<file path="config.mk">
export PLATFORM = sky130hd
export DESIGN_NAME = cnt_seq_ctrl
export DESIGN_NICKNAME = d
export VERILOG_FILES = /design/src/rtl/cnt_seq_ctrl_pkg.sv /design/src/rtl/cnt_seq_ctrl.sv
export SDC_FILE = /design/constraint.sdc
export NUM_CORES = 1
export LEC_CHECK = 0
export ABC_AREA = 1
export CAP_MARGIN = 20
export CORE_MARGIN = 4
export CORE_UTILIZATION = 46
export CTS_BUF_LIST = sky130_fd_sc_hd__clkbuf_8
export DETAILED_ROUTE_END_ITERATION = 6
export PLACE_DENSITY = 0.92
export SYNTH_ARGS = -nofsm -noshare
export SYNTH_HDL_FRONTEND = slang
export SYNTH_SLANG_ARGS = --single-unit
</file>
<file path="constraint.sdc">
create_clock -name clk -period 1.48 [get_ports clk]
set_input_delay 0.222 -clock clk [delete_from_list [all_inputs] [get_ports clk]]
set_output_delay 0.222 -clock clk [all_outputs]
set_load 0.02 [all_outputs]
</file>
<file path="src/rtl/cnt_seq_ctrl_pkg.sv">
// cnt_seq_ctrl_pkg: shared state encoding and default widths for the counter sequencer
package cnt_seq_ctrl_pkg;
  localparam int CNT_W_DEF = 4;
  localparam int PER_W_DEF = 8;
  typedef enum logic [2:0] {
    IDLE  = 3'd0,
    CLEAR = 3'd1,
    LOAD  = 3'd2,
    RUN   = 3'd3,
    DONE  = 3'd4
  } state_e;
endpackage

</file>
<file path="src/rtl/cnt_seq_ctrl.sv">
// cnt_seq_ctrl: sequences clear/load/incr of an up-counter and counts qualified carry wraps
module cnt_seq_ctrl
  import cnt_seq_ctrl_pkg::*;
#(
  parameter int CNT_W = CNT_W_DEF,
  parameter int PER_W = PER_W_DEF
) (
  input  logic             clk,
  input  logic             rst_n,
  input  logic             cmd_valid,
  output logic             cmd_ready,
  input  logic [CNT_W-1:0] cmd_load_val,
  input  logic [PER_W-1:0] cmd_periods,
  input  logic             cmd_abort,
  input  logic             tick_en,
  output logic             cnt_clear,
  output logic             cnt_load,
  output logic             cnt_incr,
  output logic [CNT_W-1:0] cnt_d,
  input  logic             cnt_c,
  output logic             busy,
  output logic [PER_W-1:0] periods_left,
  output logic             done,
  output logic             aborted
);
  state_e           state_q, state_d;
  logic [PER_W-1:0] periods_left_q, periods_left_d;
  logic [CNT_W-1:0] load_val_q, load_val_d;
  logic             incr_q, aborted_q, aborted_d;
  logic             act_abort, wrap;
  always_comb begin
    act_abort      = cmd_abort && state_q != IDLE;
    // carry is only meaningful right after an increment; it is stale across clear/load
    wrap           = cnt_c && incr_q && state_q == RUN;
    state_d        = state_q;
    periods_left_d = periods_left_q;
    load_val_d     = load_val_q;
    cnt_clear      = 1'b0;
    cnt_load       = 1'b0;
    cnt_incr       = 1'b0;
    aborted_d      = 1'b0;
    case (state_q)
      IDLE: if (cmd_valid) begin
        load_val_d     = cmd_load_val;
        periods_left_d = cmd_periods;
        state_d        = CLEAR;
      end
      CLEAR: begin
        cnt_clear = 1'b1;
        state_d   = periods_left_q == '0 ? DONE : LOAD;
      end
      LOAD: begin
        cnt_load = 1'b1;
        state_d  = RUN;
      end
      RUN: if (wrap) begin
        cnt_load       = periods_left_q > PER_W'(1);
        periods_left_d = periods_left_q > PER_W'(1) ? periods_left_q - PER_W'(1) : '0;
        state_d        = periods_left_q > PER_W'(1) ? RUN : DONE;
      end else begin
        cnt_incr = tick_en;
      end
      DONE:    state_d = IDLE;
      default: state_d = IDLE;
    endcase
    if (act_abort) begin
      cnt_clear      = 1'b1;
      cnt_load       = 1'b0;
      cnt_incr       = 1'b0;
      state_d        = IDLE;
      periods_left_d = '0;
      aborted_d      = 1'b1;
    end
  end
  always_ff @(posedge clk) begin
    if (!rst_n) begin
      state_q        <= IDLE;
      periods_left_q <= '0;
      load_val_q     <= '0;
      incr_q         <= 1'b0;
      aborted_q      <= 1'b0;
    end else begin
      state_q        <= state_d;
      periods_left_q <= periods_left_d;
      load_val_q     <= load_val_d;
      incr_q         <= cnt_incr;
      aborted_q      <= aborted_d;
    end
  end
  assign cmd_ready    = state_q == IDLE;
  assign busy         = state_q != IDLE;
  assign done         = state_q == DONE && !cmd_abort;
  assign aborted      = aborted_q;
  assign periods_left = periods_left_q;
  assign cnt_d        = load_val_q;
endmodule
</file>
Word-level counts from Yosys, hierarchy flattened
Cells that the tools add are included.
- $add $sub $neg: 1
- $lt $le $gt $ge: 1
- eq/ne operators: 6
- mux-type cells: 18
- bitwise gates (word level): 1
- reductions and logical operators: 13
- operators with widths (kind ; number):
    2-to-1 mux 8 bit ; 3
    case mux 8 bit (2 select lines) ; 1
    2-to-1 mux 3 bit ; 4
    case mux 3 bit (4 select lines) ; 1
    > comparator 8 x 1 -> 1 bit, second input constant ; 1
    logical NOT 8 bit ; 1
    2-to-1 mux 1 bit ; 8
    subtractor 8 x 1 -> 8 bit, second input constant ; 1
    equality test 3 x 2 -> 1 bit, second input constant ; 2
    logical AND 1 bit ; 4
    inequality test 2 bit, second input constant ; 2
    AND reduction 2 bit ; 2
    equality test 3 x 1 -> 1 bit, second input constant ; 1
    equality test 3 bit, second input constant ; 1
    logical NOT 3 bit ; 1
    AND reduction 3 bit ; 1
    nonzero test 3 bit ; 1
    case mux 1 bit (2 select lines) ; 1
    nonzero test 2 bit ; 1
    OR reduction 2 bit ; 1
    logical NOT 1 bit ; 1
    inverter 1 bit ; 1
- bits in registers: 17
- input port bits: 18
- logic and storage cells: 45

Longest topological paths before layout
Gate-level depths: netlist (run 1).
- depth after elaboration: 5
- depth in mapped cells: 10
- mapped depth without buffers: 9

Worst setup path before layout (run 1)
Ideal clock, no wire load.
- path kind: register -> output
- start: register periods_left_q[0], in the netlist periods_left[0]
- end: output port cnt_load
- arrival: 1.657 ns
- data required time: 1.258 ns
- setup slack: -0.399 ns
- cell stages (with the launch flop): 8
- buffers on the path: 0
- cell sequence: dfxtp_1 -> inv_1 -> ha_1 -> nor2_1 -> nor2_1 -> nand3_1 -> nand2_1 -> a211oi_1
- cells in the longest elaborated chain, start to end: 4
- RTL lines (item ; RTL line ; RTL):
    from (decl) ; cnt_seq_ctrl.sv:27 ; logic [PER_W-1:0] periods_left_q, periods_left_d;
    from (signal assigned) ; cnt_seq_ctrl.sv:84 ; periods_left_q <= periods_left_d;
    > comparator 8 x 1 -> 1 bit ; cnt_seq_ctrl.sv:57 ; cnt_load = periods_left_q > PER_W'(1);
    2-to-1 mux 1 bit ; cnt_seq_ctrl.sv:56 ; RUN: if (wrap) begin
    case mux 1 bit (2 select lines) ; cnt_seq_ctrl.sv:42 ; case (state_q)
    2-to-1 mux 1 bit ; cnt_seq_ctrl.sv:66 ; if (act_abort) begin
    to (decl) ; cnt_seq_ctrl.sv:17 ; output logic cnt_load,
No other way between the ends.

Worst setup path after layout (run 1)
- start: register periods_left_q[1], in the netlist periods_left[1]
- end: output port cnt_load
Same word-level chain as after synthesis.

==> results.md, run 1 <==
* Routed wire per std cell at roughly 23 µm
* Post-cts hold buffer count at 0
* Ant. Diodes at 0
* I/O pin count at 37
* Startpoint types: register
* Max-cap violations at 0
* Violated checks: setup timing
* M2 GR Usage at between 50% and 60%
* Avg Vias per Cell at roughly 6.4
* Slew headroom at about 73%
* DRT antenna net count at 0
* Maximum clock rate at between 500 and 600 MHz
* Most frequent cells in the layout: buf_4 (46), nand2_1 (27), clkdlybuf4s50_1 (22), inv_1 (20)
* Area of placed instances at 1760 µm²
* Status: complete, but fails checks
* Mapped Avg Cell Area at approximately 6.9 µm²
* Slew at the pin with the worst max-slew slack at about 0.41 ns
* Cells after Synth at 156
* Largest family of logic cells by synthesized area: simple AND/OR/NAND/NOR gates
* Fin nets at between 200 and 300
* Area share of the largest cell type after synthesis at about a third
* Peak VDD IR at between 1.5 and 2 mV
* First-pass DRT Iterations at 5
* Clock Tree Buf Depth at 2
* Die area at between 3000 and 4000 µm²
* First-pass GRT wire length at 8390 µm
* Simple-gate share of the synthesized area at 35.7%
* Post-Syn Area at roughly 1100 µm²
* Sequential fraction of the synthesis area at a little under a third
* Synth unique cells at 27
* Syn. warnings at 0
* Crit Path Max Fanout at 4
* H-tree levels at 1
* Final core occ at between 90% and 100%
* Setup_tns at -1.60 ns
* Pin count of the biggest net entering global routing at 11
* Setup violators final at 15
* Synth Area in Adders at between 3 and 4%
* Area contributors post-synth: dfxtp_1 (32%), nand2_1 (12%), inv_1 (8.8%)
* Total congestion overflow at 0
* Pwr dens at roughly 2000 nW/µm²
* CTS Buf Count at 3
* Layout area overhead at 86.7%
* HP Class: reg2reg
* RSZ-0062 raised after global routing: true
* CP max stage delay at 0.35 ns
* Die W at 56.2 µm
* CP Cell Sequence: inv_4 -> ha_2 -> nor2_4 -> nor2_2 -> nand3_2 -> nand2_4 -> a211oi_4 -> buf_6
* CORE AREA at approximately 2200 µm²
* Die height at approximately 56 µm
* Residual DRC at 0
* Global Route Usage Sum at 34.8%
* CTS root buf: clkbuf_8
* DP Cell Count at roughly 260
* Layout Cells excl Fill at 268
* IO Port Bufs at 36
* Number of global-route vias before repair at 1,640
* Critical path class: reg2out
* Initial antenna violation count at 0
* Post-synthesis xor/xnor area fraction at under 10%
* Clock transition at the registers of the reported paths at about 0.070 ns
* Total wire length at between 6000 and 7000 µm
* Tmin final at ~1.7 ns
* Worst endpoint required time at approximately 1.3 ns
* DP Worst Slack at -0.583 ns
* Synth Area in Compound Gates at 16.0%
* GRT met1 Usage at between 30 and 40%
* Initial DRC Count at approximately 220
* Top cell type by total area after synthesis: dfxtp_1
* Final hold vios at 0
* Mux cell area share after synthesis at 0%
* Most common cell after layout, fill and taps aside: buf_4
* DR vias at about 1,700
* Power consumption at 3.99 mW
* Min Hold Slack at approximately 0.48 ns
* Period Utilization, post-route at 115%
* Clock Skew at about 0.0063 ns
* Fraction of layout cells with a size suffix above 1 at approximately 44%
* Leakage at between 0.9 and 1 nW
* CTS tree: built
* Mapped Nets at between 150 and 200
* FP Rows at 17
* Clk_lat worst skew at around 0.26 ns
* Synthesized flop and latch total at 17
* Slowest stage cell on the critical path: dfxtp_4
* WP data arrival at about 1.5 ns
* Met3 Use GR at under 10%
* Initial Util at 48.4%
* Final WS setup at -0.228 ns
* Post-layout instance area at 2000 µm²
* CP endpoint kind: output pin
* Final slew viol count at 0
* Clock sink count at 17
* Placer Congestion at roughly 0.95
* Most Used Layer, Global Route: met2
* Hpwl dp at around 3200 µm
-- synth_stat cells --
cell       n
dfxtp_1   17
a22oi_1    1
xor2_1     2
nand2_4    1
o21ai_0   10
nand3_2    1
nand3_4    1
or2_2      1
nor2_4     3
nor4_1     1
a21oi_1   15
inv_1     25
nor3_1     4
o21ai_2    2
buf_6      1
nand2_8    1
nor2_1     8
inv_2      2
ha_1       3
inv_6      1
a21oi_2    1
nand4_1    3
o21ai_1    1
nand2_1   35
a211oi_1   1
nand3_1   14
nand2_2    1
-- worst paths after layout --
check / to / depth (start not counted) / slack (ns) / from
hold / removal: cnt_d[0] / 2 / 0.48 / cnt_d[0]
setup / recovery: cnt_load / 8 / -0.23 / periods_left[1]
hold reg to reg: cnt_d[0] / 2 / 0.48 / cnt_d[0]
setup reg to reg: periods_left[4] / 10 / -0.23 / periods_left[1]
-- final cells by class --
class	instances	area [µm²]
Sequential cell	17	357
Multi-Input combinational cell	110	748
Fill cell	89	215
Inverter	28	118
Clock inverter	1	5.00
Clock buffer	3	41.3
Tap cell	28	35.0
Timing Repair Buffer	81	693
-- sequential cells by signal, summed over array words and instances, names as in the netlist --
| register | flops |
|---|---|
| aborted | 1 |
| cnt_d | 4 |
| incr_q | 1 |
| periods_left | 8 |
| state_q | 3 |
-- metal layers --
layer / vias to the layer above / routed length (µm)
li1: 677 / -
met1: 763 / 2160
met2: 182 / 2760
met3: 80 / 609
met4: 0 / 723
met5: - / 0
-- worst max-delay path: cells and delay by family, from the launching register on --
family,cells,cell delay [ns]
adder cells (fa/ha/maj),1,0.20
flip-flops,1,0.35
AO/OA/AOI/OAI,1,0.04
AND/OR/NAND/NOR,4,0.42
buffers and inverters,2,0.22
-- power breakdown --
group,leakage (nW),switching (mW),total [mW],internal [mW]
registers,0.143,0.108,0.707,0.599
logic,0.779,1.77,2.92,1.15
clock network,0.0255,0.175,0.362,0.187
-- cell families after synthesis --
| logic type | after synthesis |
|---|---|
| buf+inv | 29 |
| fa+ha+maj | 3 |
| xor+xnor | 2 |
| compound gates | 31 |
| flops | 17 |
| simple gates | 74 |
-- what timing repair did --
action                     4_1_cts  5_1_grt
gates resized for setup         57       23
pin swaps                        6       13
setup endpoints to repair       26       18
setup buffers                    3        5
(Power assumes the default switching activity.)
==> inputs of run 2 (changes only) <==
REMOVE_ABC_BUFFERS = 1   (was unset)
==> run 2 against run 1 <==
Compared with the run above: via count down 3.6%; combinational power up 5%; sequential share of layout area down 0.092 points; utilization down 0.17 points; clock power about the same; the flow still finishes with violations (setup timing); die area unchanged; critical path depth unchanged; final area down 0.19%; register-to-register slack about the same; sequential cell count unchanged; global-route usage down 1.3 points; count of clock-buffer cells in the layout unchanged.
==> results.md, run 2 (synthesis gave the netlist of run 1 again) <==
* FP Rows at 17
* Residual DRC at 0
* Die area at approximately 3200 µm²
* Setup violators final at 15
* Slew at the pin with the worst max-slew slack at between 0.3 and 0.4 ns
* Final WS setup at -0.283 ns
* CORE AREA at 2210 µm²
* Tmin final at approximately 1.8 ns
* HP Class: reg2reg
* Clock transition at the registers of the reported paths at ~0.07 ns
* Post-cts hold buffer count at 0
* R2r startpoint: periods_left[0]
* Final hold vios at 0
* Hpwl dp at between 2000 and 3000 µm
* Crit Path Max Fanout at 3
* Violated checks: setup timing
* Pwr dens at 2070 nW/µm²
* Critical path class: reg2out
* Post-layout instance area at about 2000 µm²
* Pin count of the biggest net entering global routing at 12
* WP data arrival at between 1.5 and 2 ns
* Clock Tree Buf Depth at 2
* Status: complete, but fails checks
* CTS Buf Count at 3
* Period Utilization, post-route at 119%
* Maximum clock rate at ~570 MHz
* Most frequent cells in the layout: buf_4 (41), nand2_1 (25), clkdlybuf4s50_1 (21), inv_1 (20), dfxtp_1 (12)
* Fraction of layout cells with a size suffix above 1 at about 43%
* CTS root buf: clkbuf_8
* Startpoint types: register
* CP Cell Sequence: inv_4 -> ha_4 -> nor2_4 -> nor2_4 -> nand3_2 -> nand2_2 -> a211oi_2 -> buf_4
* Worst hold path stage count at 2
* Worst endpoint required time at 1.26 ns
* RSZ-0062 raised after global routing: true
* DR vias at roughly 1,600
* Clock Skew at ~0.007 ns
* Routed wire per std cell at approximately 22 µm
* Die height at 56.2 µm
* Avg Vias per Cell at around 6.2
* Critical path startpoint: periods_left[0]
* Clock sink count at 17
* Global Route Usage Sum at between 30% and 40%
* Initial antenna violation count at 1
* R2R depth at 11
* First-pass DRT Iterations at 7
* Final core occ at about 90%
* Setup_tns at -2.07 ns
* Slew headroom at between 70% and 80%
* Fill cells at roughly 80
* Initial DRC Count at about 170
* Total wire length at 5930 µm
* CP max stage delay at about 0.4 ns
* Final slew viol count at 0
* Max reg flops at 8
* Slowest stage cell on the critical path: dfxtp_4
* Most common cell after layout, fill and taps aside: buf_4
* Max-cap violations at 0
* CTS tree: built
* Placer Congestion at about 0.9
* H-tree levels at 1
* Area of placed instances at ~1700 µm²
* Leakage at between 0.9 and 1 nW
* Layout area overhead at 86.3%
* I/O pin count at 37
* Fin nets at around 260
* Clk_lat worst skew at 0.26 ns
* Total congestion overflow at 0
* CP endpoint kind: output pin
* IO Port Bufs at 36
* Peak VDD IR at 1.83 mV
* First-pass GRT wire length at about 8000 µm
* Most common cell on crit path: nor2_4
* Hold_sp: cnt_d[1]
* DRT antenna net count at 0
* Initial Util at about half
* Die W at 56.2 µm
* Number of global-route vias before repair at 1,600
* Power consumption at 4.13 mW
## run 2: worst paths after layout
check	endpoint	slack (ns)
hold / removal	cnt_d[1]	0.46
setup reg to reg	periods_left[3]	-0.23
setup / recovery	cnt_load	-0.28
hold reg to reg	cnt_d[1]	0.46
## run 2: routing by layer
layer	part of all wire [%]	GRT usage [%]	vias up
met5	0	0	-
met4	8.0	27.1	0
met3	10	7.19	56
met2	46	54.9	164
met1	35	36.8	749
li1	-	-	672
## run 2: worst max-delay path: cells and delay by family, from the launching register on
family	cells	cell delay, ns
adder cells (fa/ha/maj)	1	0.16
flip-flops	1	0.40
AO/OA/AOI/OAI	1	0.15
buffers and inverters	2	0.22
AND/OR/NAND/NOR	4	0.34
## run 2: cell type report
cell class	count	area (µm²)	area share [%]
multi-input cells	110	762	38.2
clock buffers	3	41.3	2.07
clock inverters	1	3.75	0.188
repair buffers	78	674	33.8
well taps	28	35.0	1.76
flip-flops and latches	17	354	17.8
diodes	1	2.50	0.126
inverters	28	120	6.03
## run 2: report_power, final
group          switching, mW  total (mW)  internal [mW]
Combinational           1.78        3.06           1.27
Sequential             0.118       0.712          0.594
Clock                  0.177       0.362          0.185
Total                   2.08        4.13           2.05
## run 2: timing repair
item / in CTS / in global routing
buffers inserted: 8 / 4
hold endpoints to repair: 0 / 0
pin swaps: 6 / 25
endpoints found under the setup margin: 25 / 17
resized for setup: 68 / 30
## run 2: stage by stage
stage | hold WS (ns) | instances | setup WS (ns)
floorplan | 0.365 | 155 | -0.399
global placement | 0.444 | 253 | -0.455
detailed placement | 0.450 | 253 | -0.505
CTS | 0.459 | 265 | -0.251
global route | 0.489 | 266 | -0.376
finish | 0.463 | 266 | -0.283
